### config.mk
export PLATFORM = sky130hd
export DESIGN_NAME = vga_fb_pixel_pacer
export DESIGN_NICKNAME = d
export VERILOG_FILES = /design/src/rtl/vga_fb_pixel_pacer.sv
export SDC_FILE = /design/constraint.sdc
export NUM_CORES = 1
export LEC_CHECK = 0
export CAP_MARGIN = 20
export CORE_UTILIZATION = 45
export CTS_CLUSTER_SIZE = 30
export DETAILED_ROUTE_END_ITERATION = 10
export SKIP_LAST_GASP = 1
export SLEW_MARGIN = 20
export SYNTH_ARGS = -nofsm -noshare
export SYNTH_HDL_FRONTEND = slang
export SYNTH_SLANG_ARGS = --single-unit
### constraint.sdc
create_clock -name clk -period 3.6 [get_ports clk]
set_input_delay 0.72 -clock clk [delete_from_list [all_inputs] [get_ports clk]]
set_output_delay 0.72 -clock clk [all_outputs]
set_load 0.005 [all_outputs]
### src/rtl/vga_fb_pixel_pacer.sv
`timescale 1ns/1ps
`default_nettype none
// ============================================================================
// Module   : vga_fb_pixel_pacer
// Purpose  : FIFO-buffered pacer that turns a bursty frame-buffer pixel stream
//            into one registered VGA pixel every CLK_DIV clocks.
// Revision : 1.0 - initial release
// ============================================================================
module vga_fb_pixel_pacer #(
    parameter int COLOR_BITS     = 4,
    parameter int META_BITS      = 4,
    parameter int FIFO_ADDR_SIZE = 5,
    parameter int HEADROOM       = 8,
    parameter int PRIME_LEVEL    = 16,
    parameter int CLK_DIV        = 4,
    parameter bit SYNC_IDLE      = 1'b1
) (
    input  logic                  clk,
    input  logic                  rst_n,
    input  logic                  in_valid,
    input  logic                  in_hsync,
    input  logic                  in_vsync,
    input  logic [COLOR_BITS-1:0] in_red,
    input  logic [COLOR_BITS-1:0] in_grn,
    input  logic [COLOR_BITS-1:0] in_blu,
    input  logic [META_BITS-1:0]  in_meta,
    output logic                  in_enable,
    output logic                  vga_hsync,
    output logic                  vga_vsync,
    output logic [COLOR_BITS-1:0] vga_red,
    output logic [COLOR_BITS-1:0] vga_grn,
    output logic [COLOR_BITS-1:0] vga_blu,
    output logic [META_BITS-1:0]  vga_meta,
    output logic                  pixel_tick,
    output logic                  running,
    output logic                  underflow,
    output logic                  overflow,
    input  logic                  err_clear
);

    localparam int c_DEPTH = 2 ** FIFO_ADDR_SIZE;
    localparam int c_WIDTH = 2 + 3 * COLOR_BITS + META_BITS;
    localparam int c_DIV_W = (CLK_DIV > 1) ? $clog2(CLK_DIV) : 1;

    localparam logic [FIFO_ADDR_SIZE:0] c_DEPTH_CNT = (FIFO_ADDR_SIZE + 1)'(c_DEPTH);
    localparam logic [FIFO_ADDR_SIZE:0] c_EN_LIMIT  = (FIFO_ADDR_SIZE + 1)'(c_DEPTH - HEADROOM);
    localparam logic [FIFO_ADDR_SIZE:0] c_PRIME_CNT = (FIFO_ADDR_SIZE + 1)'(PRIME_LEVEL);
    localparam logic [c_DIV_W-1:0]      c_DIV_LAST  = c_DIV_W'(CLK_DIV - 1);

    typedef enum logic [0:0] {
        ST_PRIME = 1'b0,
        ST_RUN   = 1'b1
    } state_t;

    state_t                    r_state;
    logic [c_WIDTH-1:0]        r_mem [c_DEPTH];
    logic [FIFO_ADDR_SIZE-1:0] r_wr_ptr;
    logic [FIFO_ADDR_SIZE-1:0] r_rd_ptr;
    logic [FIFO_ADDR_SIZE:0]   r_count;
    logic [c_DIV_W-1:0]        r_div;

    logic                      w_full;
    logic                      w_empty;
    logic                      w_tick;
    logic                      w_push;
    logic                      w_pop;
    logic [FIFO_ADDR_SIZE:0]   w_count_next;
    logic [c_WIDTH-1:0]        w_in_word;
    logic [c_WIDTH-1:0]        w_head;

    assign w_full    = (r_count == c_DEPTH_CNT);
    assign w_empty   = (r_count == '0);
    assign w_tick    = (r_state == ST_RUN) && (r_div == c_DIV_LAST);
    assign w_push    = in_valid && !w_full;
    assign w_pop     = w_tick && !w_empty;
    assign w_in_word = {in_hsync, in_vsync, in_red, in_grn, in_blu, in_meta};
    assign w_head    = r_mem[r_rd_ptr];

    always_comb begin
        w_count_next = r_count;
        case ({w_push, w_pop})
            2'b10:   w_count_next = r_count + 1'b1;
            2'b01:   w_count_next = r_count - 1'b1;
            default: w_count_next = r_count;
        endcase
    end

    // Storage needs no reset: entries are only read after being written.
    always_ff @(posedge clk) begin
        if (w_push) begin
            r_mem[r_wr_ptr] <= w_in_word;
        end
    end

    always_ff @(posedge clk or negedge rst_n) begin
        if (!rst_n) begin
            r_state    <= ST_PRIME;
            r_wr_ptr   <= '0;
            r_rd_ptr   <= '0;
            r_count    <= '0;
            r_div      <= '0;
            in_enable  <= 1'b0;
            vga_hsync  <= SYNC_IDLE;
            vga_vsync  <= SYNC_IDLE;
            vga_red    <= '0;
            vga_grn    <= '0;
            vga_blu    <= '0;
            vga_meta   <= '0;
            pixel_tick <= 1'b0;
            running    <= 1'b0;
            underflow  <= 1'b0;
            overflow   <= 1'b0;
        end else begin
            r_count    <= w_count_next;
            in_enable  <= (w_count_next <= c_EN_LIMIT);
            pixel_tick <= w_tick;
            if (w_push) begin
                r_wr_ptr <= r_wr_ptr + 1'b1;
            end
            if (w_pop) begin
                r_rd_ptr <= r_rd_ptr + 1'b1;
            end

            // Divider starts from zero on RUN entry so the first pixel lands
            // exactly CLK_DIV clocks after priming completes.
            if (r_state == ST_PRIME) begin
                if (w_count_next >= c_PRIME_CNT) begin
                    r_state <= ST_RUN;
                    running <= 1'b1;
                    r_div   <= '0;
                end
            end else begin
                r_div <= (r_div == c_DIV_LAST) ? '0 : r_div + 1'b1;
            end

            if (w_pop) begin
                {vga_hsync, vga_vsync, vga_red, vga_grn, vga_blu, vga_meta} <= w_head;
            end else if (w_tick) begin
                // Starved tick: blank the pixel but keep sync levels stable.
                vga_red  <= '0;
                vga_grn  <= '0;
                vga_blu  <= '0;
                vga_meta <= '0;
            end

            underflow <= err_clear ? 1'b0 : (underflow | (w_tick && w_empty));
            overflow  <= err_clear ? 1'b0 : (overflow | (in_valid && w_full));
        end
    end

endmodule
`default_nettype wire

==> results.py, run 1 <==
metrics = {
    "final_layout": {
        "nets": 1258,
        "final_util_pct": 52.6,
        "synthToLayoutAreaGrowth_pct": 15.1,
        "layout-drive-gt1-share_pct": 29.8,
        "antennaDiodeCount": 0,
        "fillerInstances": 4080,
    },
    "grt": {
        "grt_pass1_vias": 11700,
        "grt_max_degree": 45,
        "grt_pass1_wl_um": 78000,
        "antenna_found_initial": 0,
        "track_usage_pct": 20.0,
        "grt_util_met3_pct": 2.98,
        "grt_util_met2_pct": 31.7,
        "grt_overflow": 0,
        "grtUsageMet1_pct": 28.9,
        "grt.busiest_layer": "met2",
    },
    "clocking": {
        "cts_inserted_buffers": 61,
        "clock_latency_ns": 0.63,
        "tritoncts": "done",
        "cts_resized": 0,
        "clockBufferDepth": 3,
        "cts_root_buf": "clkbuf_16",
        "postCtsSetupBuffers": 0,
        "hold_buffers": 0,
        "htree_levels": 2,
        "clk_pin_slew_ns": 0.06,
        "cts_sinks": 618,
    },
    "flow_run": {
        "drv_cap": 0,
    },
    "worst_setup_path": {
        "r2r.worst_path.cells": 13,
        "critPathMaxStageDelay_ns": 0.45,
        "cp_max_fo": 7,
        "critPathKind": "flip-flop to flip-flop",
        "cp.arrival_ns": 3.79,
        "crit_chain": "or3_1 -> nor4_1 -> nand2b_1 -> inv_2 -> ha_1 -> xor2_1 -> ha_1 -> nor2b_1 -> o32a_1 -> a21oi_1 -> xnor2_1 -> and3b_1 -> a22o_1",
        "startpoint_type": "flip-flop",
        "r2r_start": "r_count[1]$_DFF_PN0_",
        "worst_ep_required_time_ns": 4.15,
        "cp_slowest_cell": "dfrtp_1",
        "path_common_cell": "ha_1",
        "r2r-end": "r_div[1]$_DFFE_PN0P_",
        "reg2reg_slack_ns": 0.36,
        "end_kind": "flip-flop",
    },
    "die": {
        "core-area_mm2": 0.0527,
        "start_util_pct": 45.7,
        "dieArea_mm2": 0.0544,
        "die_x_um": 233,
        "io_pins": 45,
        "die_y_um": 233,
        "placementRows": 84,
    },
    "sta": {
        "fin_setup_tns_ns": 0,
        "max_slew_margin_pct": 26.3,
        "fmax_ghz": 0.309,
        "period_share_pct": 89.9,
        "final_hold_viol_count": 0,
        "setup_viol": 0,
        "finClkSkew_ns": 0.0343,
        "tightest_slew_ns": 1.10,
        "rsz0062_at_grt": "no",
        "finalCriticalPeriod_ns": 3.24,
        "slew_violations": 0,
    },
    "yosys": {
        "ys_seq_elements": 618,
        "synth_cell_type_count": 51,
        "syn_nets": 1137,
        "synth_top_cell_by_area": "edfxtp_1",
        "yosys.area.top_type_share_pct": 71.9,
        "syn_avg_cell_area_um2": 21.7,
        "yosys-top-cells-count": "576 x edfxtp_1, 160 x mux4_2, 46 x nor2_1",
        "yosysWarnings": 0,
        "yosys-top-cells-area": "edfxtp_1 72%, mux4_2 15%, dfrtp_1 4.2%, nor2b_1 0.78%, nor2_1 0.72%",
        "synth_async_sr_flop_share_pct": 6.80,
        "yosysSeqAreaShare_pct": 76.3,
        "synth_edf_count": 576,
        "netlist_instances": 1106,
        "ys.flop_type": "edfxtp_1",
        "yosysMostFrequentCell": "edfxtp_1",
        "synth_area_mm2": 0.0240,
    },
    "detailed_routing": {
        "vias": 11400,
        "drt_iter0_markers": 837,
        "vias_per_cell": 5.78,
        "wl_um": 52200,
        "ant_nets": 0,
        "wl_per_cell_um": 26.6,
        "drt_first_pass_iters": 5,
        "drc_errors": 0,
    },
    "power_and_ir_drop": {
        "ir_drop_v": 0.000468,
        "p_leak_uw": 0.00881,
        "power_density_mw_per_mm2": 749,
    },
    "place": {
        "routabilityCongestion": 0.810,
        "port_buffers": 44,
        "dp_hpwl_um": 29800,
    },
    "status": {
        "outcome": "finished, final reports clean",
    },
    "hold_path": {
        "hp-class": "primary input to async pin",
    },
}
==> sequential cells by signal (all words and copies together) (netlist names), 2 cells and up <==
| register | cells |
|---|---|
| vga_meta | 4 |
| r_mem | 576 |
| vga_blu | 4 |
| r_rd_ptr | 5 |
| r_div | 2 |
| r_count | 6 |
| r_wr_ptr | 5 |
| vga_grn | 4 |
| vga_red | 4 |
==> critical path, delay by kind of cell, from the launching register on <==
| family | cells | cell delay, ns |
|---|---|---|
| XOR/XNOR | 2 | 0.31 |
| flip-flops | 1 | 0.45 |
| buffers and inverters | 1 | 0.08 |
| AND/OR/NAND/NOR | 5 | 1.29 |
| AO/OA/AOI/OAI | 3 | 0.60 |
| adder cells (fa/ha/maj) | 2 | 0.42 |
==> layer usage <==
metal	routed length (um)	vias to the layer above
li1	-	4841
met1	23000	6104
met2	25100	332
met3	2950	76
met4	1200	0
met5	0	-
==> metrics by stage <==
step | area [um2] | setup WS (ns) | total power (uW) | cells | hold WS (ns)
6_report | 27700 | 0.364 | 20700 | 1964 | 0.137
5_1_grt | 27700 | 0.0899 | 21700 | 1964 | 0.168
4_1_cts | 27700 | 0.362 | 21000 | 1963 | 0.135
3_5_place_dp | 25800 | 0.235 | 14900 | 1851 | 0.476
3_3_place_gp | 25800 | 0.218 | 14900 | 1851 | 0.481
2_1_floorplan | 24000 | 0.268 | 13000 | 1106 | 0.424
==> layout by cell type, fill, tap and decap left out, types with 16 or more instances in the layout <==
master and instances:
buf_4 63, mux4_2 160, clkinv_1 16, nand2_1 33
clkbuf_16 61, clkdlybuf4s50_1 34, nor2_2 32, dfrtp_1 37
clkbuf_1 17, nor2b_1 30, edfxtp_1 576
==> how the worst max path moves through the flow <==
| stage | startpoint | end |
|---|---|---|
| after global routing | r_count[1]$_DFF_PN0_ | r_div[1]$_DFFE_PN0P_ |
| after floorplan | r_count[2]$_DFF_PN0_ | r_div[1]$_DFFE_PN0P_ |
| after global placement | in_valid | r_div[1]$_DFFE_PN0P_ |
| final | r_count[1]$_DFF_PN0_ | r_div[1]$_DFFE_PN0P_ |
| after CTS | r_count[1]$_DFF_PN0_ | r_div[1]$_DFFE_PN0P_ |
| after detailed placement | in_valid | r_div[1]$_DFFE_PN0P_ |
==> where the power goes <==
group / switching (uW) / internal [uW] / total (uW)
sequential: 622 / 8490 / 9110
combinational: 2710 / 2860 / 5580
clock: 2640 / 3400 / 6050
==> area by class of cell <==
cell class	instances	area [um2]	area share (%)
Sequential cell	618	18400	66.3
Multi-Input combinational cell	415	5390	19.5
Clock buffer	78	1590	5.74
Timing Repair Buffer	121	1130	4.10
Tap cell	688	861	3.11
Clock inverter	34	304	1.10
Inverter	10	37.5	0.136
==> cells by family (layout without fill, tap and decap cells) <==
| family | count (synthesis) | after routing | synth area share [%] |
|---|---|---|---|
| xor gates and xnor gates | 15 | 15 | 0.546 |
| and+or+nand+nor | 139 | 139 | 2.88 |
| DFF | 618 | 618 | 76.3 |
| buffers and inverters | 73 | 243 | 1.59 |
| AOI/OAI and AO/OA | 69 | 69 | 2.13 |
| adders and majority gates | 9 | 9 | 0.468 |
| muxes | 183 | 183 | 16.1 |
Power figures use the tool's default switching activity.
==> inputs of run 2 (changes only) <==
--- a/config.mk
+++ b/config.mk
@@ -7,7 +7,6 @@
 export LEC_CHECK = 0
 export CAP_MARGIN = 20
 export CORE_UTILIZATION = 45
-export CTS_CLUSTER_SIZE = 30
 export DETAILED_ROUTE_END_ITERATION = 10
 export SKIP_LAST_GASP = 1
 export SLEW_MARGIN = 20
==> results of run 2 <==
Same layout as run 1: the final DEF is identical, and so are final timing and power.
==> inputs of run 3 (changes only) <==
--- a/config.mk
+++ b/config.mk
@@ -8,6 +8,7 @@
 export CAP_MARGIN = 20
 export CORE_UTILIZATION = 45
 export DETAILED_ROUTE_END_ITERATION = 10
+export PLACE_DENSITY_LB_ADDON = 0.2
 export SKIP_LAST_GASP = 1
 export SLEW_MARGIN = 20
 export SYNTH_ARGS = -nofsm -noshare
==> results.py, run 3 (synthesis gave the netlist of run 1 again) <==
metrics = {
    "place": {
        "dp_hpwl_um": 30000,
        "routabilityCongestion": 0.740,
        "pre_cts_ws_ns": 0.215,
        "port_buffers": 44,
    },
    "detailed_routing": {
        "vias": 11300,
        "wl_um": 53000,
        "drt_iter0_markers": 909,
        "vias_per_cell": 5.73,
        "drt_first_pass_iters": 7,
        "drc_errors": 0,
        "ant_nets": 0,
        "wl_per_cell_um": 27.0,
    },
    "grt": {
        "antenna_found_initial": 0,
        "grt_max_degree": 60,
        "grt_pass1_vias": 11800,
        "grt_overflow": 0,
        "grt_pass1_wl_um": 78600,
        "track_usage_pct": 20.3,
    },
    "clocking": {
        "clock_latency_ns": 0.64,
        "cts_resized": 0,
        "cts_sinks": 618,
        "clk_pin_slew_ns": 0.06,
        "hold_buffers": 0,
        "cts_inserted_buffers": 61,
        "clockBufferDepth": 3,
        "tritoncts": "done",
        "postCtsSetupBuffers": 0,
        "htree_levels": 2,
        "cts_root_buf": "clkbuf_16",
    },
    "hold_path": {
        "hp-class": "primary input to async pin",
    },
    "final_layout": {
        "fillerInstances": 4104,
        "nets": 1259,
        "largest_registers": "r_mem: 576 flops, r_count: 6 flops",
        "largest-register": "r_mem",
        "largest_reg_flops": 576,
        "final_common_cell": "edfxtp_1",
        "antennaDiodeCount": 0,
        "layout-drive-gt1-share_pct": 30.1,
        "synthToLayoutAreaGrowth_pct": 14.8,
        "layout_common_cells": "576 x edfxtp_1, 160 x mux4_2, 73 x buf_4",
    },
    "die": {
        "io_pins": 45,
        "core-area_mm2": 0.0527,
        "dieArea_mm2": 0.0544,
        "start_util_pct": 45.7,
        "placementRows": 84,
        "die_x_um": 233,
        "die_y_um": 233,
    },
    "sta": {
        "final_hold_viol_count": 0,
        "timing.final.ws_setup_ns": 0.292,
        "period_share_pct": 91.9,
        "finClkSkew_ns": 0.0285,
        "setup_viol": 0,
        "fmax_ghz": 0.302,
        "finalCriticalPeriod_ns": 3.31,
        "tightest_slew_ns": 1.04,
        "rsz0062_at_grt": "no",
        "slew_violations": 0,
        "max_slew_margin_pct": 30.8,
        "fin_setup_tns_ns": 0,
    },
    "power_and_ir_drop": {
        "power_density_mw_per_mm2": 752,
        "ir_drop_v": 0.000459,
        "p_leak_uw": 0.00882,
    },
    "worst_setup_path": {
        "end_kind": "flip-flop",
        "cp_max_fo": 7,
        "critPathMaxStageDelay_ns": 0.46,
        "critPathKind": "flip-flop to flip-flop",
        "crit_chain": "or3_1 -> nor4_1 -> nand2b_1 -> inv_2 -> ha_1 -> xor2_1 -> ha_1 -> nor2b_1 -> o32a_1 -> a21oi_1 -> xnor2_1 -> and3b_1 -> a22o_1",
        "path_common_cell": "ha_1",
        "reg2reg_slack_ns": 0.29,
        "critical-path-top-delay-family": "simple AND/OR/NAND/NOR gates",
        "cp_slowest_cell": "dfrtp_1",
        "cp.arrival_ns": 3.86,
        "worst_ep_required_time_ns": 4.15,
        "startpoint_type": "flip-flop",
        "worst-path-buf-inv": 1,
    },
    "status": {
        "outcome": "finished, final reports clean",
    },
    "flow_run": {
        "drv_cap": 0,
    },
}
[run 3: cell count changes in the layout (fill, tap and decap cells not counted), moves of 2 or more]
cell        before  now
buf_4           63   73
buf_12          13    5
clkinv_2         5   11
clkinv_1        16   12
clkinvlp_4       7    4
inv_16           0    2
[run 3: stage by stage]
stage	total power, uW	hold WS, ns	instances	cell area (um2)	util (%)
floorplan	13000	0.424	1106	24000	-
global placement	14800	0.458	1853	25700	48.9
detailed placement	14900	0.468	1853	25700	48.9
CTS	21000	0.205	1965	27600	52.5
global route	21700	0.234	1965	27600	52.4
finish	20700	0.198	1965	27600	52.4
[run 3: path summary, 6_finish.rpt]
| kind | from | end | depth (start not counted) |
|---|---|---|---|
| hold / removal | rst_n | overflow$_DFF_PN0_ | 1 |
| setup reg to reg | r_count[1]$_DFF_PN0_ | r_div[1]$_DFFE_PN0P_ | 13 |
| max in group asynchronous | rst_n | vga_vsync$_DFFE_PN1N_ | 2 |
| hold reg to reg | vga_grn[2]$_DFFE_PN0P_ | vga_grn[2]$_DFFE_PN0P_ | 2 |
| setup / recovery | r_count[1]$_DFF_PN0_ | r_div[1]$_DFFE_PN0P_ | 13 |
| min in group clk | vga_grn[2]$_DFFE_PN0P_ | vga_grn[2]$_DFFE_PN0P_ | 2 |
[run 3: final cells by class]
class | count | area (um2) | area share [%]
timing repair buffer | 122 | 1040 | 3.76
inverter | 10 | 37.5 | 0.136
sequential | 618 | 18400 | 66.5
clock buffer | 78 | 1590 | 5.76
tap | 688 | 861 | 3.12
clock inverter | 34 | 320 | 1.16
multi-input combinational | 415 | 5390 | 19.5
[run 3: report_power, final]
part / total [uW] / internal (uW) / switching, uW
registers: 9040 / 8490 / 552
logic: 5580 / 2810 / 2770
clock network: 6130 / 3480 / 2650
[run 3: per-layer routing]
layer | routed length, um | global-route usage (%)
met3 | 2900 | 3.47
met2 | 26200 | 33.2
met5 | 0 | 0
met4 | 1140 | 5.74
met1 | 22700 | 28.2
